File: src/rtl/ffn_pkg.sv
// Shared types and default sizing for the weight feeder path
// between weight_buffer and the systolic array.
package ffn_pkg;
  localparam int DATA_WIDTH = 16;
  localparam int MEM_LEN    = 16;
  localparam int ADDR_W     = 4;

  typedef enum logic [1:0] {
    IDLE,
    READ,
    DRAIN,
    DONE
  } feeder_state_t;

  typedef logic [DATA_WIDTH-1:0] weight_t;
endpackage

File: src/rtl/skew_delay_line.sv
// DEPTH-stage data+valid shift register; DEPTH=0 passes straight through.
// Used once per lane to build the diagonal weight skew.
module skew_delay_line #(
  parameter int WIDTH = 16,
  parameter int DEPTH = 1
) (
  input  logic             clk,
  input  logic             rst,
  input  logic [WIDTH-1:0] d,
  input  logic             v,
  output logic [WIDTH-1:0] q,
  output logic             qv
);
  localparam int N = (DEPTH > 0) ? DEPTH : 1;

  logic [WIDTH:0] sr [N];

  always_ff @(posedge clk or posedge rst) begin
    if (rst) begin
      for (int i = 0; i < N; i++) sr[i] <= '0;
    end else begin
      sr[0] <= {v, d};
      for (int i = 1; i < N; i++) sr[i] <= sr[i-1];
    end
  end

  assign {qv, q} = (DEPTH == 0) ? {v, d} : sr[N-1];
endmodule

File: src/rtl/weight_feeder.sv
// Streams COUNT weight_buffer rows into the systolic array,
// skewing lane j by j cycles so weights arrive wavefront-aligned.
module weight_feeder #(
  parameter int DATA_WIDTH = ffn_pkg::DATA_WIDTH,
  parameter int MEM_LEN    = ffn_pkg::MEM_LEN,
  parameter int ADDR_W     = ffn_pkg::ADDR_W
) (
  input  logic                          clk,
  input  logic                          rst,
  input  logic                          start_i,
  input  logic [ADDR_W-1:0]             base_addr_i,
  input  logic [ADDR_W:0]               count_i,
  output logic                          busy_o,
  output logic                          done_o,
  output logic                          rd_en_o,
  output logic [ADDR_W-1:0]             rd_addr_o,
  input  logic [DATA_WIDTH*MEM_LEN-1:0] rd_data_i,
  output logic [DATA_WIDTH*MEM_LEN-1:0] w_o,
  output logic [MEM_LEN-1:0]            w_valid_o
);
  import ffn_pkg::*;

  localparam int DCW = $clog2(MEM_LEN + 1);
  localparam logic [DCW-1:0] DLAST = DCW'(MEM_LEN);

  feeder_state_t state;
  logic [ADDR_W-1:0] addr;
  logic [ADDR_W:0]   rows;
  logic [ADDR_W:0]   rows_nx;
  logic [ADDR_W:0]   cnt;
  logic [DCW-1:0]    dcnt;

  assign rows_nx = rows + 1'b1;

  always_ff @(posedge clk or posedge rst) begin
    if (rst) begin
      state <= IDLE;
      addr  <= '0;
      rows  <= '0;
      cnt   <= '0;
      dcnt  <= '0;
    end else begin
      unique case (state)
        IDLE: if (start_i) begin
          addr  <= base_addr_i;
          cnt   <= count_i;
          rows  <= '0;
          dcnt  <= '0;
          state <= (count_i == '0) ? DONE : READ;
        end
        READ: begin
          addr <= addr + 1'b1;
          rows <= rows_nx;
          if (rows_nx == cnt) state <= DRAIN;
        end
        // Hold off done until the farthest lane has shifted out its last row
        DRAIN: begin
          dcnt <= dcnt + 1'b1;
          if (dcnt == DLAST) state <= DONE;
        end
        DONE: state <= IDLE;
        default: state <= IDLE;
      endcase
    end
  end

  assign busy_o    = (state != IDLE);
  assign done_o    = (state == DONE);
  assign rd_en_o   = (state == READ);
  assign rd_addr_o = addr;

  logic                          rd_en_q;
  logic                          cap_v;
  logic [DATA_WIDTH*MEM_LEN-1:0] cap_d;

  // Buffer data is only meaningful the cycle after a read was issued
  always_ff @(posedge clk or posedge rst) begin
    if (rst) begin
      rd_en_q <= 1'b0;
      cap_v   <= 1'b0;
      cap_d   <= '0;
    end else begin
      rd_en_q <= rd_en_o;
      cap_v   <= rd_en_q;
      cap_d   <= rd_en_q ? rd_data_i : '0;
    end
  end

  for (genvar j = 0; j < MEM_LEN; j++) begin : g_lane
    logic [DATA_WIDTH-1:0] lane_d;
    logic                  lane_v;

    skew_delay_line #(
      .WIDTH(DATA_WIDTH),
      .DEPTH(j)
    ) u_skew (
      .clk(clk),
      .rst(rst),
      .d  (cap_d[j*DATA_WIDTH +: DATA_WIDTH]),
      .v  (cap_v),
      .q  (lane_d),
      .qv (lane_v)
    );

    assign w_valid_o[j] = lane_v;
    assign w_o[j*DATA_WIDTH +: DATA_WIDTH] = lane_v ? lane_d : '0;
  end
endmodule

File: config.mk
export PLATFORM = sky130hd
export DESIGN_NAME = weight_feeder
export DESIGN_NICKNAME = d
export VERILOG_FILES = /design/src/rtl/ffn_pkg.sv /design/src/rtl/skew_delay_line.sv /design/src/rtl/weight_feeder.sv
export SDC_FILE = /design/constraint.sdc
export NUM_CORES = 2
export LEC_CHECK = 0
export ABC_AREA = 0
export BUFFER_PORTS_ARGS = -buffer_cell sky130_fd_sc_hd__buf_2
export CORE_MARGIN = 10
export CORE_UTILIZATION = 50
export DETAILED_ROUTE_END_ITERATION = 10
export GPL_TIMING_DRIVEN = 0
export PLACE_DENSITY = 0.69
export SLEW_MARGIN = 20
export SYNTH_ARGS = -nofsm -noshare
export SYNTH_HDL_FRONTEND = slang
export SYNTH_SLANG_ARGS = --single-unit
File: constraint.sdc
create_clock -name clk -period 124.9 [get_ports clk]
set_input_delay 24.98 -clock clk [delete_from_list [all_inputs] [get_ports clk]]
set_output_delay 24.98 -clock clk [all_outputs]
set_load 0.02 [all_outputs]
### Word-level counts from Yosys, hierarchy flattened

Cells that the tools add are included.
W data, S select, Z words.

| operators by class | value |
|---|---|
| equal/unequal tests | 8 |
| reductions and logical operators | 9 |
| multiplexer cells | 27 |
| $add $sub $neg | 3 |

Operator list:

| operator | count |
|---|---|
| $mux W16 | 16 |
| $mux W256 | 1 |
| $pmux W5 S2 | 2 |
| $add A5 B1 Y5 const B | 2 |
| $mux W2 | 4 |
| $pmux W2 S4 | 1 |
| $pmux W4 S2 | 1 |
| $reduce_and A2 Y1 | 3 |
| $reduce_bool A2 Y1 | 3 |
| $eq A5 B5 Y1 | 1 |
| $eq A5 B5 Y1 const B | 1 |
| $logic_not A5 Y1 | 1 |
| $mux W5 | 1 |
| $add A4 B1 Y4 const B | 1 |
| $eq A2 B2 Y1 const B | 2 |
| $mux W4 | 1 |
| $ne A2 B2 Y1 const B | 2 |
| $reduce_and A3 Y1 | 1 |
| $eq A2 B1 Y1 const B | 1 |
| $logic_not A2 Y1 | 1 |
| $ne A2 B1 Y1 const B | 1 |

| word-level totals | value |
|---|---|
| word-level logic and storage cells | 175 |
| input bits | 268 |
| output and inout port bits | 279 |
| register bits after elaboration | 2,319 |

### Depth between registers and ports, before layout

| depth | value |
|---|---|
| depth after elaboration | 4 |
| mapped depth | 7 |
| mapped depth without buffers | 7 |

### By module

Synthesis repeated with hierarchy kept, for this count alone.

| second synthesis, totals | value |
|---|---|
| cells, all modules | 3,284 |
| area, all modules | 64,306.7 um2 |

By module, submodules not included:

| module | area an instance (um2) | times used | cells an instance | sequential area each (um2) |
|---|---|---|---|---|
| weight_feeder | 11,392.2 | 1 | 988 | 6,981.7 |
| skew_delay_line at g_lane[15].u_skew | 6,505.0 | 1 | 272 | 6,381.1 |
| skew_delay_line at g_lane[14].u_skew | 6,079.6 | 1 | 255 | 5,955.7 |
| skew_delay_line at g_lane[13].u_skew | 5,654.2 | 1 | 238 | 5,530.3 |
| skew_delay_line at g_lane[12].u_skew | 5,228.8 | 1 | 221 | 5,104.9 |
| skew_delay_line at g_lane[11].u_skew | 4,803.4 | 1 | 204 | 4,679.5 |
| skew_delay_line at g_lane[10].u_skew | 4,377.9 | 1 | 187 | 4,254.1 |
| skew_delay_line at g_lane[9].u_skew | 3,952.5 | 1 | 170 | 3,828.7 |
| skew_delay_line at g_lane[8].u_skew | 3,527.1 | 1 | 153 | 3,403.3 |
| skew_delay_line at g_lane[7].u_skew | 3,101.7 | 1 | 136 | 2,977.9 |
| skew_delay_line at g_lane[6].u_skew | 2,676.3 | 1 | 119 | 2,552.4 |
| skew_delay_line at g_lane[5].u_skew | 2,250.9 | 1 | 102 | 2,127.0 |
| skew_delay_line at g_lane[4].u_skew | 1,825.5 | 1 | 85 | 1,701.6 |
| skew_delay_line at g_lane[3].u_skew | 1,400.1 | 1 | 68 | 1,276.2 |
| +3 rows | n/a | n/a | n/a | n/a |

### Least setup slack after synthesis

Ideal clock, no wire load.

| timing path | value |
|---|---|
| path kind | input to register |
| start | in start_i |
| end | reg dcnt[2] |
| setup slack | 98,782 ps |
| data arrival time | 25,997 ps |
| buffers on the path | 2 |
| setup time | 121 ps |
| data required time | 124,779 ps |
| stages on the path | 5 |
| path through | clkbuf_1 nand2b_1 clkbuf_1 o21ai_0 a22o_1 |

| between the ends | value |
|---|---|
| longest elaborated chain between the ends | 2 |

Ends and longest elaborated chain:

| what | line | RTL |
|---|---|---|
| start, declared | weight_feeder.sv:10 | `input logic start_i,` |
| $ne A2 B2 Y1 (no line) | n/a |  |
| $reduce_and A2 Y1 (no line) | n/a |  |
| end signal, assigned | weight_feeder.sv:58 | `dcnt <= dcnt + 1'b1;` |
| end, declared | weight_feeder.sv:31 | `logic [DCW-1:0] dcnt;` |

Every way passes these cells.
A chain may end at the register's enable or synchronous reset.

==> results.yml <==
timing:
  fin_setup_tns_ps: 0
  relSlewSlack_pct: 26.6
  layout_min_cycle_time_ps: 27800
  tightest_slew_ps: 1100
  setup_viol: 0
  final-max-slew-violation-count: 0
  hold_slack_ps: 313
  hold_viol: 0
  period_share_pct: 22.3
  worst_clock_skew_ps: 45.6
  timing.fmax_mhz: 36.0
  rsz0062_at_grt: "false"
clock_network:
  clk_path_buf_depth: 3
  cts_resized: 0
  clkSlewWorstSetupHoldPaths_ps: 60
  clk_latency_ps: 820
  post_cts_buffers: 0
  cts.sinks: 2214
  root_buffer: "clkbuf_16"
  htree_levels: 4
  cts_buffers: 199
  cts_tree: "built"
  cts_hold_buffers: 0
critical_path:
  cp-end-kind: "primary output"
  required_ps: 99920
  path_max_fanout: 11
  crit_path_max_incr_delay_ps: 860
  critPathBufInv: 2
  crit_family: "flip-flops"
  critical_path.cell_chain: "clkbuf_1 -> and2_1 -> buf_2"
  slowest_stage: "dfrtp_1"
  r2r-end: "state[1]"
  crit_type: "flop to primary output"
  regToRegStartpoint: "rows[0]"
  critPathLaunchType: "flop"
  critPathArrivalTime_ps: 2820
  rr_worst_depth: 6
  r2r_slack_ps: 122690
layout:
  final_common_cell: "dfrtp_1"
  layout-drive-gt1-share_pct: 24.1
  nFillCells: 8019
  stdcell_count: 5474
  final_cell_mix: "dfrtp_1, buf_2, and2_1"
  final_net_count: 3958
  area_growth_pct: 20.7
grt:
  grt_usage_pct: 17.2
  first_global_vias: 28600
  antenna_found_initial: 41
  grt-ovfl-total: 0
  grt_max_degree: 120
  grt_pass1_wl_um: 170000
routing:
  first_pass_iters: 4
  detail-route-antenna-nets: 0
  finalWirelength_um: 111000
  vias: 24600
  drcViolationCount: 0
  viasPerCell: 4.50
  wl_per_cell_um: 20.3
  drtIter0Drc: 1570
run:
  maxCapViolCount: 0
status:
  status: "completed"
floorplanning:
  dieHeight_um: 366
  design.portCount: 547
  initial_core_util_pct: 50.5
  core.rowCount: 126
  coreArea_mm2: 0.118
  die_w_um: 366
  dieArea_mm2: 0.134
logic_synthesis:
  synth_nets: 3187
  ys_seq_area_share_pct: 92.7
  syn_area_mm2: 0.0597
  ys_ff_latch: 2214
  synth.distinct_cells: 35
  synth_area_per_cell_um2: 20.5
  synthCells: 2911
  synth_warnings: 0
power:
  vdd_drop_max_mv: 0.0164
  power_density_mw_per_mm2: 23.5
  p_leak_nw: 37.6
placed_design:
  hpwlAfterDp_um: 65800
  gp_congestion: 0.809
  dp.cells: 5081
  portBuffers: 545
min_path:
  min_path_type: "flop to flop"
  worstHoldPathCells: 0
  worstHoldStart: "g_lane[9].u_skew.sr[58]"
  whs_endpoint: "g_lane[9].u_skew.sr[41]"
-- cells by family (layout without fill, tap and decap cells) --
| family | count (synthesis) | count (layout) | share of synthesized area, % |
|---|---|---|---|
| DFF | 2214 | 2214 | 92.7 |
| and+or+nand+nor | 556 | 556 | 5.74 |
| buffers and inverters | 76 | 1008 | 0.591 |
| AOI/OAI and AO/OA | 37 | 37 | 0.438 |
| muxes | 12 | 12 | 0.218 |
| adders and majority gates | 8 | 8 | 0.168 |
| xor gates and xnor gates | 8 | 8 | 0.117 |
| other | 0 | 31 | 0 |
-- flip-flops by register name, summed over array words and instances, names as in the netlist --
name / flops
rd_addr_o: 4
g_lane.u_skew.q: 224
cap_v: 1
g_lane.u_skew.sr: 1705
g_lane.u_skew.qv: 6
rows: 5
rd_en_q: 1
state: 2
dcnt: 5
cnt: 5
cap_d: 256
-- per-stage QoR --
step           setup WS, ps  cell area, um2  total power, mW  util (%)
3_5_place_dp          96390           65200             1.09      55.0
6_report              97100           72100             1.70      60.9
5_1_grt               96840           72100             1.78      60.9
2_1_floorplan         37360           59700             1.03         -
3_3_place_gp          20040           64500             1.09      54.5
4_1_cts               96840           72000             1.73      60.8
-- final cells by class --
cell class              instances  area, um2  area share (%)
clock inverters                71       1010            1.40
flip-flops and latches       2214      55400            76.8
multi-input cells             621       3990            5.53
well taps                    1600       2000            2.78
diodes                         31       77.6           0.108
inverters                       7       33.8          0.0468
clock buffers                 291       5870            8.13
repair buffers                570       3410            4.73
plain buffers                  69        328           0.455
-- where the power goes --
part | switching [mW] | total, mW | internal, mW
logic | 0.0847 | 0.130 | 0.0449
clock network | 0.264 | 0.621 | 0.357
registers | 0.0613 | 0.946 | 0.885
total | 0.410 | 1.70 | 1.29
-- how the worst max path moves through the flow --
stage	from	endpoint	slack (ps)	cells past startpoint
3_3_place_gp	rst	g_lane[10].u_skew.q[14]	20040	2
3_5_place_dp	rst	g_lane[10].u_skew.q[11]	96390	9
5_1_grt	g_lane[10].u_skew.sr[33]	w_o[156]	96840	3
6_report	g_lane[10].u_skew.sr[33]	w_o[157]	97100	3
4_1_cts	g_lane[10].u_skew.sr[33]	w_o[156]	96840	3
2_1_floorplan	rst	cap_d[0]	37360	1
-- synth_stat cells --
| cell | instances | share of area [%] |
|---|---|---|
| dfrtp_1 | 2214 | 93 |
| and2_1 | 512 | 5.4 |
| clkbuf_1 | 52 | 0.33 |
| buf_4 | 16 | 0.20 |
| nand3_1 | 12 | 0.10 |
| o21ai_0 | 12 | 0.10 |
| nor2_1 | 9 | 0.057 |
| ha_1 | 8 | 0.17 |
| inv_1 | 7 | 0.044 |
| mux2_2 | 7 | 0.13 |
| a21oi_1 | 6 | 0.050 |
| nand2_1 | 5 | 0.031 |
| xnor2_1 | 5 | 0.073 |
| mux2i_1 | 4 | 0.067 |
| o22ai_1 | 4 | 0.042 |
| o311ai_0 | 4 | 0.059 |
| or2_2 | 4 | 0.042 |
| a22o_1 | 3 | 0.044 |
| and3_1 | 3 | 0.031 |
| xor2_1 | 3 | 0.044 |
| a221oi_2 | 2 | 0.050 |
| a32o_1 | 2 | 0.034 |
| nand2b_1 | 2 | 0.021 |
| nand4_1 | 2 | 0.021 |
| nor3_1 | 2 | 0.017 |
| or3_1 | 2 | 0.021 |
| buf_6 | 1 | 0.019 |
| mux2_1 | 1 | 0.019 |
| nand3b_1 | 1 | 0.013 |
| nor2b_1 | 1 | 0.010 |
| nor3b_1 | 1 | 0.013 |
| o2111ai_1 | 1 | 0.015 |
| o21a_1 | 1 | 0.013 |
| o21ba_1 | 1 | 0.017 |
| o221ai_1 | 1 | 0.015 |
-- metal layers --
layer | part of all wire (%) | track usage, % | vias to the layer above
met5 | 0.12 | 0 | -
met4 | 3.7 | 7.36 | 18
met3 | 7.8 | 5.77 | 241
met2 | 52 | 29.0 | 690
met1 | 37 | 20.0 | 13100
li1 | - | - | 10600
Power figures use the tool's default switching activity.
